### config.mk
export PLATFORM = sky130hd
export DESIGN_NAME = framebuffer_writer_flat
export DESIGN_NICKNAME = d
export VERILOG_FILES = /design/src/rtl/framebuffer_writer_pkg.sv /design/src/rtl/framebuffer_writer_if.sv /design/src/rtl/framebuffer_writer_pixel_fifo.sv /design/src/rtl/framebuffer_writer.sv /design/src/flat_wrapper.sv
export SDC_FILE = /design/constraint.sdc
export NUM_CORES = 1
export LEC_CHECK = 0
export CORE_UTILIZATION = 35
export CTS_CLUSTER_SIZE = 10
export DETAILED_ROUTE_END_ITERATION = 6
export HOLD_SLACK_MARGIN = 0.1
export SLEW_MARGIN = 0
export SYNTH_ARGS = -nofsm -noshare
export SYNTH_HDL_FRONTEND = slang
export SYNTH_HIERARCHICAL = 1
export SYNTH_SLANG_ARGS = --single-unit
### constraint.sdc
create_clock -name clk -period 7.7 [get_ports clk]
set_input_delay 1.54 -clock clk [delete_from_list [all_inputs] [get_ports clk]]
set_output_delay 1.54 -clock clk [all_outputs]
set_load 0.03 [all_outputs]
### src/rtl/framebuffer_writer_pkg.sv
// Shared framebuffer types: screen coordinates, framebuffer word address, FIFO entry and writer FSM states.
package framebuffer_writer_pkg;

  localparam int unsigned SCREEN_WIDTH  = 320;
  localparam int unsigned SCREEN_HEIGHT = 240;
  localparam int unsigned FB_PIXELS     = SCREEN_WIDTH * SCREEN_HEIGHT;

  typedef logic [$clog2(SCREEN_WIDTH)-1:0]  ScreenX;
  typedef logic [$clog2(SCREEN_HEIGHT)-1:0] ScreenY;
  typedef logic [$clog2(FB_PIXELS)-1:0]     FbAddr;
  typedef logic [15:0]                      Rgb565;

  typedef struct packed {
    FbAddr addr;
    Rgb565 data;
  } fb_entry_t;

  typedef enum logic [1:0] {
    FBW_IDLE,
    FBW_FILL,
    FBW_WAIT_SWAP
  } fbw_state_e;

  // Row-major word address of a pixel within one bank.
  function automatic FbAddr fb_linear_addr(input ScreenX x, input ScreenY y,
                                           input int unsigned width);
    return FbAddr'(y) * FbAddr'(width) + FbAddr'(x);
  endfunction

endpackage

### src/rtl/framebuffer_writer_if.sv
// Framebuffer BRAM write port shared through an arbiter (request/grant).
interface framebuffer_writer_if;
  import framebuffer_writer_pkg::*;

  logic  wr_req;
  logic  wr_gnt;
  FbAddr wr_addr;
  Rgb565 wr_data;
  logic  wr_bank;

  modport master (output wr_req, wr_addr, wr_data, wr_bank, input wr_gnt);
  modport slave  (input wr_req, wr_addr, wr_data, wr_bank, output wr_gnt);

endinterface

### src/rtl/framebuffer_writer_pixel_fifo.sv
// Synchronous FIFO with flush; head is presented combinationally and reads as zero when empty.
module pixel_fifo #(
  parameter int unsigned WIDTH = 16,
  parameter int unsigned DEPTH = 8
) (
  input  logic             clk,
  input  logic             rst,
  input  logic             i_flush,
  input  logic             i_push,
  input  logic [WIDTH-1:0] i_wdata,
  input  logic             i_pop,
  output logic [WIDTH-1:0] o_rdata,
  output logic             o_full,
  output logic             o_empty
);

  localparam int unsigned PTR_W = $clog2(DEPTH);

  logic [WIDTH-1:0] r_mem [DEPTH];
  logic [PTR_W-1:0] r_wr_ptr;
  logic [PTR_W-1:0] r_rd_ptr;
  logic [PTR_W:0]   r_count;
  logic             w_push;
  logic             w_pop;

  // A push into a full FIFO is allowed when the head leaves in the same cycle.
  assign w_push = i_push && (!o_full || i_pop);
  assign w_pop  = i_pop && !o_empty;

  assign o_full  = (r_count == (PTR_W+1)'(DEPTH));
  assign o_empty = (r_count == '0);
  assign o_rdata = o_empty ? '0 : r_mem[r_rd_ptr];

  always_ff @(posedge clk) begin
    if (w_push) r_mem[r_wr_ptr] <= i_wdata;
  end

  always_ff @(posedge clk) begin
    if (rst || i_flush) begin
      r_wr_ptr <= '0;
      r_rd_ptr <= '0;
      r_count  <= '0;
    end else begin
      if (w_push) r_wr_ptr <= r_wr_ptr + 1'b1;
      if (w_pop)  r_rd_ptr <= r_rd_ptr + 1'b1;
      unique case ({w_push, w_pop})
        2'b10:   r_count <= r_count + 1'b1;
        2'b01:   r_count <= r_count - 1'b1;
        default: r_count <= r_count;
      endcase
    end
  end

endmodule

### src/rtl/framebuffer_writer.sv
// Pixel stream -> FIFO -> arbitrated framebuffer BRAM writer with frame completion tracking.
// Optional FB_DOUBLE_BUFFER_EN: front/back bank swap on display vsync after a completed frame.
module framebuffer_writer
  import framebuffer_writer_pkg::*;
#(
  parameter int unsigned FIFO_DEPTH = 8,
  parameter int unsigned FB_WIDTH   = SCREEN_WIDTH,
  parameter int unsigned FB_HEIGHT  = SCREEN_HEIGHT
) (
  input  logic                        clk,
  input  logic                        rst,
  input  logic                        frame_start,
  input  logic                        pixel_valid,
  input  ScreenX                      pixel_x,
  input  ScreenY                      pixel_y,
  input  Rgb565                       pixel_value,
  input  logic                        display_vsync,
  framebuffer_writer_if.master        fb,
  output logic                        display_bank,
  output logic                        frame_done,
  output logic                        busy,
  output logic                        dropped
);

  localparam int unsigned FRAME_PIXELS = FB_WIDTH * FB_HEIGHT;
  localparam int unsigned CNT_W        = $clog2(FRAME_PIXELS + 1);
`ifdef FB_DOUBLE_BUFFER_EN
  localparam logic WR_BANK_RST = 1'b1;
`else
  localparam logic WR_BANK_RST = 1'b0;
`endif

  fbw_state_e       r_state;
  logic [CNT_W-1:0] r_count;
  logic             r_dropped;
  logic             r_frame_done;
  logic             r_wr_bank;
  logic             r_display_bank;

  fb_entry_t w_entry;
  fb_entry_t w_head;
  logic      w_full;
  logic      w_empty;
  logic      w_req;
  logic      w_pop;
  logic      w_last_grant;
  logic      w_in_range;
  logic      w_push;
  logic      w_discard;
  logic      w_flush;

  assign w_in_range   = (32'(pixel_x) < FB_WIDTH) && (32'(pixel_y) < FB_HEIGHT);
  assign w_req        = !w_empty && (r_state == FBW_FILL);
  assign w_pop        = w_req && fb.wr_gnt;
  assign w_last_grant = w_pop && (r_count == CNT_W'(FRAME_PIXELS - 1));

  // Pixels arriving on the completing grant would only be flushed, so they count as discarded.
  assign w_push    = pixel_valid && !frame_start && (r_state == FBW_FILL) && w_in_range &&
                     !w_last_grant && (!w_full || w_pop);
  assign w_discard = pixel_valid && !frame_start && !w_push;
  assign w_flush   = frame_start || w_last_grant;

  assign w_entry.addr = fb_linear_addr(pixel_x, pixel_y, FB_WIDTH);
  assign w_entry.data = pixel_value;

  pixel_fifo #(
    .WIDTH ($bits(fb_entry_t)),
    .DEPTH (FIFO_DEPTH)
  ) u_fifo (
    .clk     (clk),
    .rst     (rst),
    .i_flush (w_flush),
    .i_push  (w_push),
    .i_wdata (w_entry),
    .i_pop   (w_pop),
    .o_rdata (w_head),
    .o_full  (w_full),
    .o_empty (w_empty)
  );

  always_ff @(posedge clk) begin
    if (rst) begin
      r_state        <= FBW_IDLE;
      r_count        <= '0;
      r_dropped      <= 1'b0;
      r_frame_done   <= 1'b0;
      r_wr_bank      <= WR_BANK_RST;
      r_display_bank <= 1'b0;
    end else begin
      r_frame_done <= 1'b0;
      if (frame_start) begin
        r_state   <= FBW_FILL;
        r_count   <= '0;
        r_dropped <= 1'b0;
      end else begin
        if (w_discard) r_dropped <= 1'b1;
        if (w_pop)     r_count   <= r_count + 1'b1;
        unique case (r_state)
          FBW_FILL: begin
            if (w_last_grant) begin
`ifdef FB_DOUBLE_BUFFER_EN
              r_state <= FBW_WAIT_SWAP;
`else
              r_state      <= FBW_IDLE;
              r_frame_done <= 1'b1;
`endif
            end
          end
          // Only entered with double buffering; single-bank builds never reach this state.
          FBW_WAIT_SWAP: begin
            if (display_vsync) begin
`ifdef FB_DOUBLE_BUFFER_EN
              r_wr_bank      <= ~r_wr_bank;
              r_display_bank <= ~r_display_bank;
`endif
              r_frame_done <= 1'b1;
              r_state      <= FBW_IDLE;
            end
          end
          default: ;
        endcase
      end
    end
  end

  assign fb.wr_req     = w_req;
  assign fb.wr_addr    = w_head.addr;
  assign fb.wr_data    = w_head.data;
  assign fb.wr_bank    = r_wr_bank;
  assign display_bank  = r_display_bank;
  assign frame_done    = r_frame_done;
  assign busy          = (r_state != FBW_IDLE);
  assign dropped       = r_dropped;

endmodule

### src/flat_wrapper.sv
// flat-port wrapper written by rule: the top's interface ports become plain ports
module framebuffer_writer_flat import framebuffer_writer_pkg::*;
#(
  parameter int unsigned FIFO_DEPTH = 8,
  parameter int unsigned FB_WIDTH   = SCREEN_WIDTH,
  parameter int unsigned FB_HEIGHT  = SCREEN_HEIGHT
)
  (clk, rst, frame_start, pixel_valid, pixel_x, pixel_y, pixel_value, display_vsync, display_bank, frame_done, busy, dropped, fb_wr_req, fb_wr_addr, fb_wr_data, fb_wr_bank, fb_wr_gnt);
  framebuffer_writer_if fb_i ();
  input  logic clk;
  input  logic rst;
  input  logic frame_start;
  input  logic pixel_valid;
  input  ScreenX pixel_x;
  input  ScreenY pixel_y;
  input  Rgb565 pixel_value;
  input  logic display_vsync;
  output logic display_bank;
  output logic frame_done;
  output logic busy;
  output logic dropped;
  output wire logic [$bits(fb_i.wr_req)-1:0] fb_wr_req;
  output wire logic [$bits(fb_i.wr_addr)-1:0] fb_wr_addr;
  output wire logic [$bits(fb_i.wr_data)-1:0] fb_wr_data;
  output wire logic [$bits(fb_i.wr_bank)-1:0] fb_wr_bank;
  input wire logic [$bits(fb_i.wr_gnt)-1:0] fb_wr_gnt;
  assign fb_wr_req = fb_i.wr_req;
  assign fb_wr_addr = fb_i.wr_addr;
  assign fb_wr_data = fb_i.wr_data;
  assign fb_wr_bank = fb_i.wr_bank;
  assign fb_i.wr_gnt = fb_wr_gnt;
  framebuffer_writer #(.FIFO_DEPTH(FIFO_DEPTH), .FB_WIDTH(FB_WIDTH), .FB_HEIGHT(FB_HEIGHT)) u_core (.clk(clk), .rst(rst), .frame_start(frame_start), .pixel_valid(pixel_valid), .pixel_x(pixel_x), .pixel_y(pixel_y), .pixel_value(pixel_value), .display_vsync(display_vsync), .fb(fb_i), .display_bank(display_bank), .frame_done(frame_done), .busy(busy), .dropped(dropped));
endmodule
---- Word level (Yosys, flattened, before mapping) ----
Memory sizes are Yosys's and may differ from the RTL's. A register that Yosys moved wholly into a read port is not among the register bits.
Index checks and enable logic that the tools add are counted.
storage, ports and cells
  bits in registers ....................... 31
  bits in writable memories ............... 264
  input port bits ......................... 39
  output and inout bits ................... 39
  word-level logic and storage cells ...... 69
  memories kept ........................... 1
memory list
  name                 words  bits a word  rd ports  clocked after Yosys merged registers in  wr ports  line                                 source
  u_core.u_fifo.r_mem  8      33           1         1                                        1         framebuffer_writer_pixel_fifo.sv:19  logic [WIDTH-1:0] r_mem [DEPTH];
operators by class
  add/subtract/negate cells ............... 6
  multipliers ............................. 1
  $lt $le $gt $ge ......................... 2
  eq/ne operators ......................... 10
  mux-type cells .......................... 13
  reductions and logical operators ........ 28
operators with widths
  kind                                                                   count
  33-bit two-way mux                                                     1
  17-bit by 1-bit adder with 17-bit output, second input constant        1
  17-bit by 9-bit adder with 17-bit output                               1
  17-bit equality test, second input constant                            1
  1-bit logical AND                                                      12
  8-bit by 3-bit multiplier with 11-bit output, second input constant    1
  9-bit < comparator, second input constant                              1
  8-bit < comparator, second input constant                              1
  4-bit one-hot mux with 2 select lines                                  1
  3-bit by 1-bit adder with 3-bit output, second input constant          2
  3-bit two-way mux                                                      2
  3-bit AND reduction                                                    2
  2-bit nonzero test                                                     3
  1-bit logical NOT                                                      5
  1-bit two-way mux                                                      5
  4-bit by 1-bit adder with 4-bit output, second input constant          1
  2-bit by 1-bit equality test with 1-bit output, second input constant  2
  2-bit equality test, second input constant                             2
  4-bit equality test, second input constant                             1
  4-bit logical NOT                                                      1
  2-bit two-way mux                                                      2
  2-bit one-hot mux with 2 select lines                                  1
  4-bit by 1-bit subtractor with 4-bit output, second input constant     1
  1-bit logical OR                                                       3
  7 further kinds                                                        7

---- Longest topological paths before layout ----
  depth after elaboration ................. 11
  depth in mapped cells ................... 16
  mapped depth without buffers ............ 13

---- Cells and area by module ----
Netlist, hierarchy kept.
by module, submodules not included
  module              times used  cells an instance  area an instance (um^2)  sequential area each (um^2)
  pixel_fifo          1           493                10682.7                  8187.9
  framebuffer_writer  1           179                1586.5                   400.4

---- Least setup slack after synthesis ----
OpenSTA, ideal clock, no wires.
  kind .................................... input port to flip-flop
  start ................................... input fb_wr_gnt
  end ..................................... memory u_core/u_fifo/r_mem[0][0] (netlist name), enable pin
  setup time .............................. 0.506 ns
  arrival ................................. 5.756 ns
  data required time ...................... 7.194 ns
  slack ................................... 1.438 ns
  cell stages on the path ................. 7
  buffers on the path ..................... 1
  cells stage by stage .................... and3b_2 clkbuf_1 inv_1 a21oi_1 and3_1 o21ai_4 nor4_1
on the way
  cells in the longest elaborated chain, start to end .. 8
  elaborated cells on any way between the ends .. 9
  those cells by class .................... mux: 2; reduce/logical: 7
RTL lines
  what                                         line                                 source
  start, declared                              flat_wrapper.sv:26                   input wire logic [$bits(fb_i.wr_gnt)-1:0] fb_wr_gnt;
  1-bit logical AND (*)                        framebuffer_writer.sv:54             assign w_pop = w_req && fb.wr_gnt;
  named net u_core.w_pop                       framebuffer_writer.sv:45             logic w_pop;
  1-bit logical AND                            framebuffer_writer.sv:55             assign w_last_grant = w_pop && (r_count == CNT_W'(FRAME_PIXELS - 1));
  1-bit logical NOT                            framebuffer_writer.sv:59             !w_last_grant && (!w_full || w_pop);
  1-bit logical AND                            framebuffer_writer.sv:58             assign w_push = pixel_valid && !frame_start && (r_state == FBW_FILL) && w_in_range &&
  1-bit logical AND (*)                        framebuffer_writer.sv:59
  named net u_core.w_push                      framebuffer_writer.sv:48             logic w_push;
  1-bit logical AND (*)                        framebuffer_writer_pixel_fifo.sv:27  assign w_push = i_push && (!o_full || i_pop);
  1-bit two-way mux (*)                        framebuffer_writer_pixel_fifo.sv:35  if (w_push) r_mem[r_wr_ptr] <= i_wdata;
  1-bit two-way mux (implied by the code) (*)  framebuffer_writer_pixel_fifo.sv:35
  end, declared                                framebuffer_writer_pixel_fifo.sv:19
The timed path passes the listed nets; every way through them passes the cells marked *.

==> flow_summary.ini <==
[critical_path]
end_kind = primary output
path_class = reg -> out
critical_path_arrival_ps = 3490
startpoint_type = flop
cp_data_required_time_ps = 6160
critPathMaxFanout = 45

[placed_design]
postPlaceCellArea_um2 = 13600
pre_cts_slack_ps = 2560
finalWeightedCongestion = 0.706
dpl.hpwl_um = 13600
port_buffers = 74

[sta]
rsz0062_at_grt = false
fin_ws_ps = 2670
setup_violations = 0
min_period_ps = 5030
finalCritPeriodShare_pct = 65.3
fin_skew_ps = 11.6
slew-limit-headroom_pct = 31.6
hold_viol = 0
fin_setup_tns_ps = 0
clock.fmax_mhz = 199
drv_slew = 0
max_slew.worst_pin.slew_ps = 1020

[die]
ios = 78
fp.dieW_um = 189
start_util_pct = 35.5
dieArea_um2 = 35800
core_area_um2 = 34500
rows = 68
die_y_um = 189

[layout]
fillerInstances = 3078
fin_nets = 829
regArea_um2 = 8590
diodes = 0
final_util_pct = 42.0
post-route-cell-area_um2 = 14500
syn2layout_area_growth_pct = 18.1
multi_input_area_um2 = 3520
drive_above_1_share_pct = 18.9

[yosys]
ys_top_cells_by_area = edfxtp_1 65%, mux4_2 12%, dfxtp_1 5.4%
syn_area_um2 = 12300
yosys_warnings = 6
synth.largest_area_cell = edfxtp_1
syn-mean-instance-area_um2 = 18.3
yosys.area.top_type_share_pct = 64.6
async_flop_share_pct = 0
synthTopCellsByCount = 264 x edfxtp_1, 70 x nor2_1, 66 x mux4_2
synth_ff_type = edfxtp_1
synth_seq_cells = 297
ys_seq_area_share_pct = 70.0
yosysMostFrequentCell = edfxtp_1
syn_inst = 672
synth-edff-count = 264
synth_cell_types = 61

[detailed_routing]
routed_wirelength_um = 24100
drc = 0
vias_per_cell = 5.01
ant_nets = 0
vias = 6158
drt_pass1_iterations = 6
wl_per_cell_um = 19.6
drt-initial-drc-count = 309

[clocking]
clock_latency_ps = 510
cts_made_buffers = 35
clk_pin_slew_worst_paths_ps = 50
ctsResizeCount = 0
cts-root-buf = clkbuf_16
cts_buffer_depth = 3
cts_tree = yes
numClockSinks = 297
holdBufCountCts = 0
post_cts_buffers = 0
htree_levels = 2

[run]
maxCapViolations = 0

[power_and_ir_drop]
pwr-share-seq_pct = 53.7
power_density_nw_per_um2 = 230
switchingPower_mw = 0.670
p_leak_nw = 4.48
ir_drop_mv = 0.104
swShare_pct = 20.1
power_frac_comb_pct = 4.3
pwr-share-clk_pct = 42.0
intPower_mw = 2.66

[global_routing]
track_usage_pct = 13.8
antenna_found_initial = 2
grt_pass1_wl_um = 37400
grt_start_max_net_pins = 46
grt_overflow_total = 0
grt_pass1_vias = 6377

[run_status]
run_status = complete, no violations

[worst_hold_path]
hold_path_class = reg -> reg
-- power by group through the flow --
stage | combinational, mW | sequential [mW] | clock, mW
global route | 0.158 | 1.79 | 1.50
floorplan | 0.0814 | 1.82 | 0
CTS | 0.145 | 1.79 | 1.44
finish | 0.143 | 1.79 | 1.40
detailed placement | 0.144 | 1.82 | 0
global placement | 0.142 | 1.82 | 0
-- placed cells by master (no fill, tap or decap), drive strengths merged, types with 3 or more instances in the layout --
| cell type | count |
|---|---|
| edfxtp | 264 |
| mux2i | 36 |
| clkbuf | 42 |
| nor3 | 11 |
| nand4 | 3 |
| buf | 12 |
| nand3 | 11 |
| nand2b | 4 |
| nor4 | 6 |
| dfxtp | 33 |
| ha | 21 |
| xnor2 | 16 |
| xor2 | 17 |
| o21ai | 9 |
| mux4 | 66 |
| inv | 11 |
| nand2 | 11 |
| nand3b | 3 |
| and4 | 3 |
| a21oi | 9 |
| nor2 | 70 |
| clkdlybuf4s50 | 74 |
| or2 | 3 |
-- metrics by stage --
stage          hold slack [ps]  instances  total power [mW]
6_report                   487       1229              3.33
5_1_grt                    498       1229              3.44
4_1_cts                    488       1229              3.38
3_5_place_dp               479       1185              1.96
3_3_place_gp               476       1185              1.96
2_1_floorplan              476        673              1.90
-- metal layers --
metal	routed length, um	track usage [%]	vias up	share of wire (%)
met5	17	0	-	0.070
met4	394	4.06	2	1.6
met3	1030	2.80	34	4.3
met2	12000	23.2	113	50
met1	10700	17.9	3174	44
li1	-	-	2835	-
-- registers in the layout, summed over array words and instances (netlist names), named ones only --
name and flops:
u_core/u_fifo/r_wr_ptr 3, u_core/dropped 1, u_core/u_fifo/r_count 4, u_core/frame_done 1
u_core/r_count 17, u_core/u_fifo/r_mem 264, u_core/u_fifo/r_rd_ptr 3, u_core/r_state 1
-- path summary, 6_finish.rpt --
check	start	endpoint	slack (ps)	cells after the start
hold reg to reg	u_core/dropped	u_core/dropped	490	2
setup / recovery	flop	fb_wr_data[4]	2670	5
hold / removal	u_core/dropped	u_core/dropped	490	2
setup reg to reg	u_core/u_fifo/r_count[1]	u_core/u_fifo/r_mem[4][26]	3690	8
-- critical path: stages (launching register included) --
cell and delay [ps]:
dfxtp_4 960, buf_4 540, mux4_2 560, mux2i_1 220, nor2_1 80, clkdlybuf4s50_1 620
-- cell families (layout without fill, tap and decap cells) --
group	Yosys count	after routing	synth area share [%]
compound gates	36	36	2.08
simple gates	140	140	6.31
xor+xnor	33	33	2.36
fa+ha+maj	23	23	2.47
buf+inv	40	141	1.70
other cells	1	2	0.0306
mux	102	102	15.1
flops	297	297	70.0
-- cell type report --
| class | instances | share of cell area (%) |
|---|---|---|
| timing repair buffer | 86 | 5.73 |
| clock inverter | 2 | 0.224 |
| tap | 455 | 3.93 |
| inverter | 11 | 0.285 |
| clock buffer | 42 | 6.22 |
| sequential | 297 | 59.3 |
| multi-input combinational | 336 | 24.3 |
(Power assumes the default switching activity.)
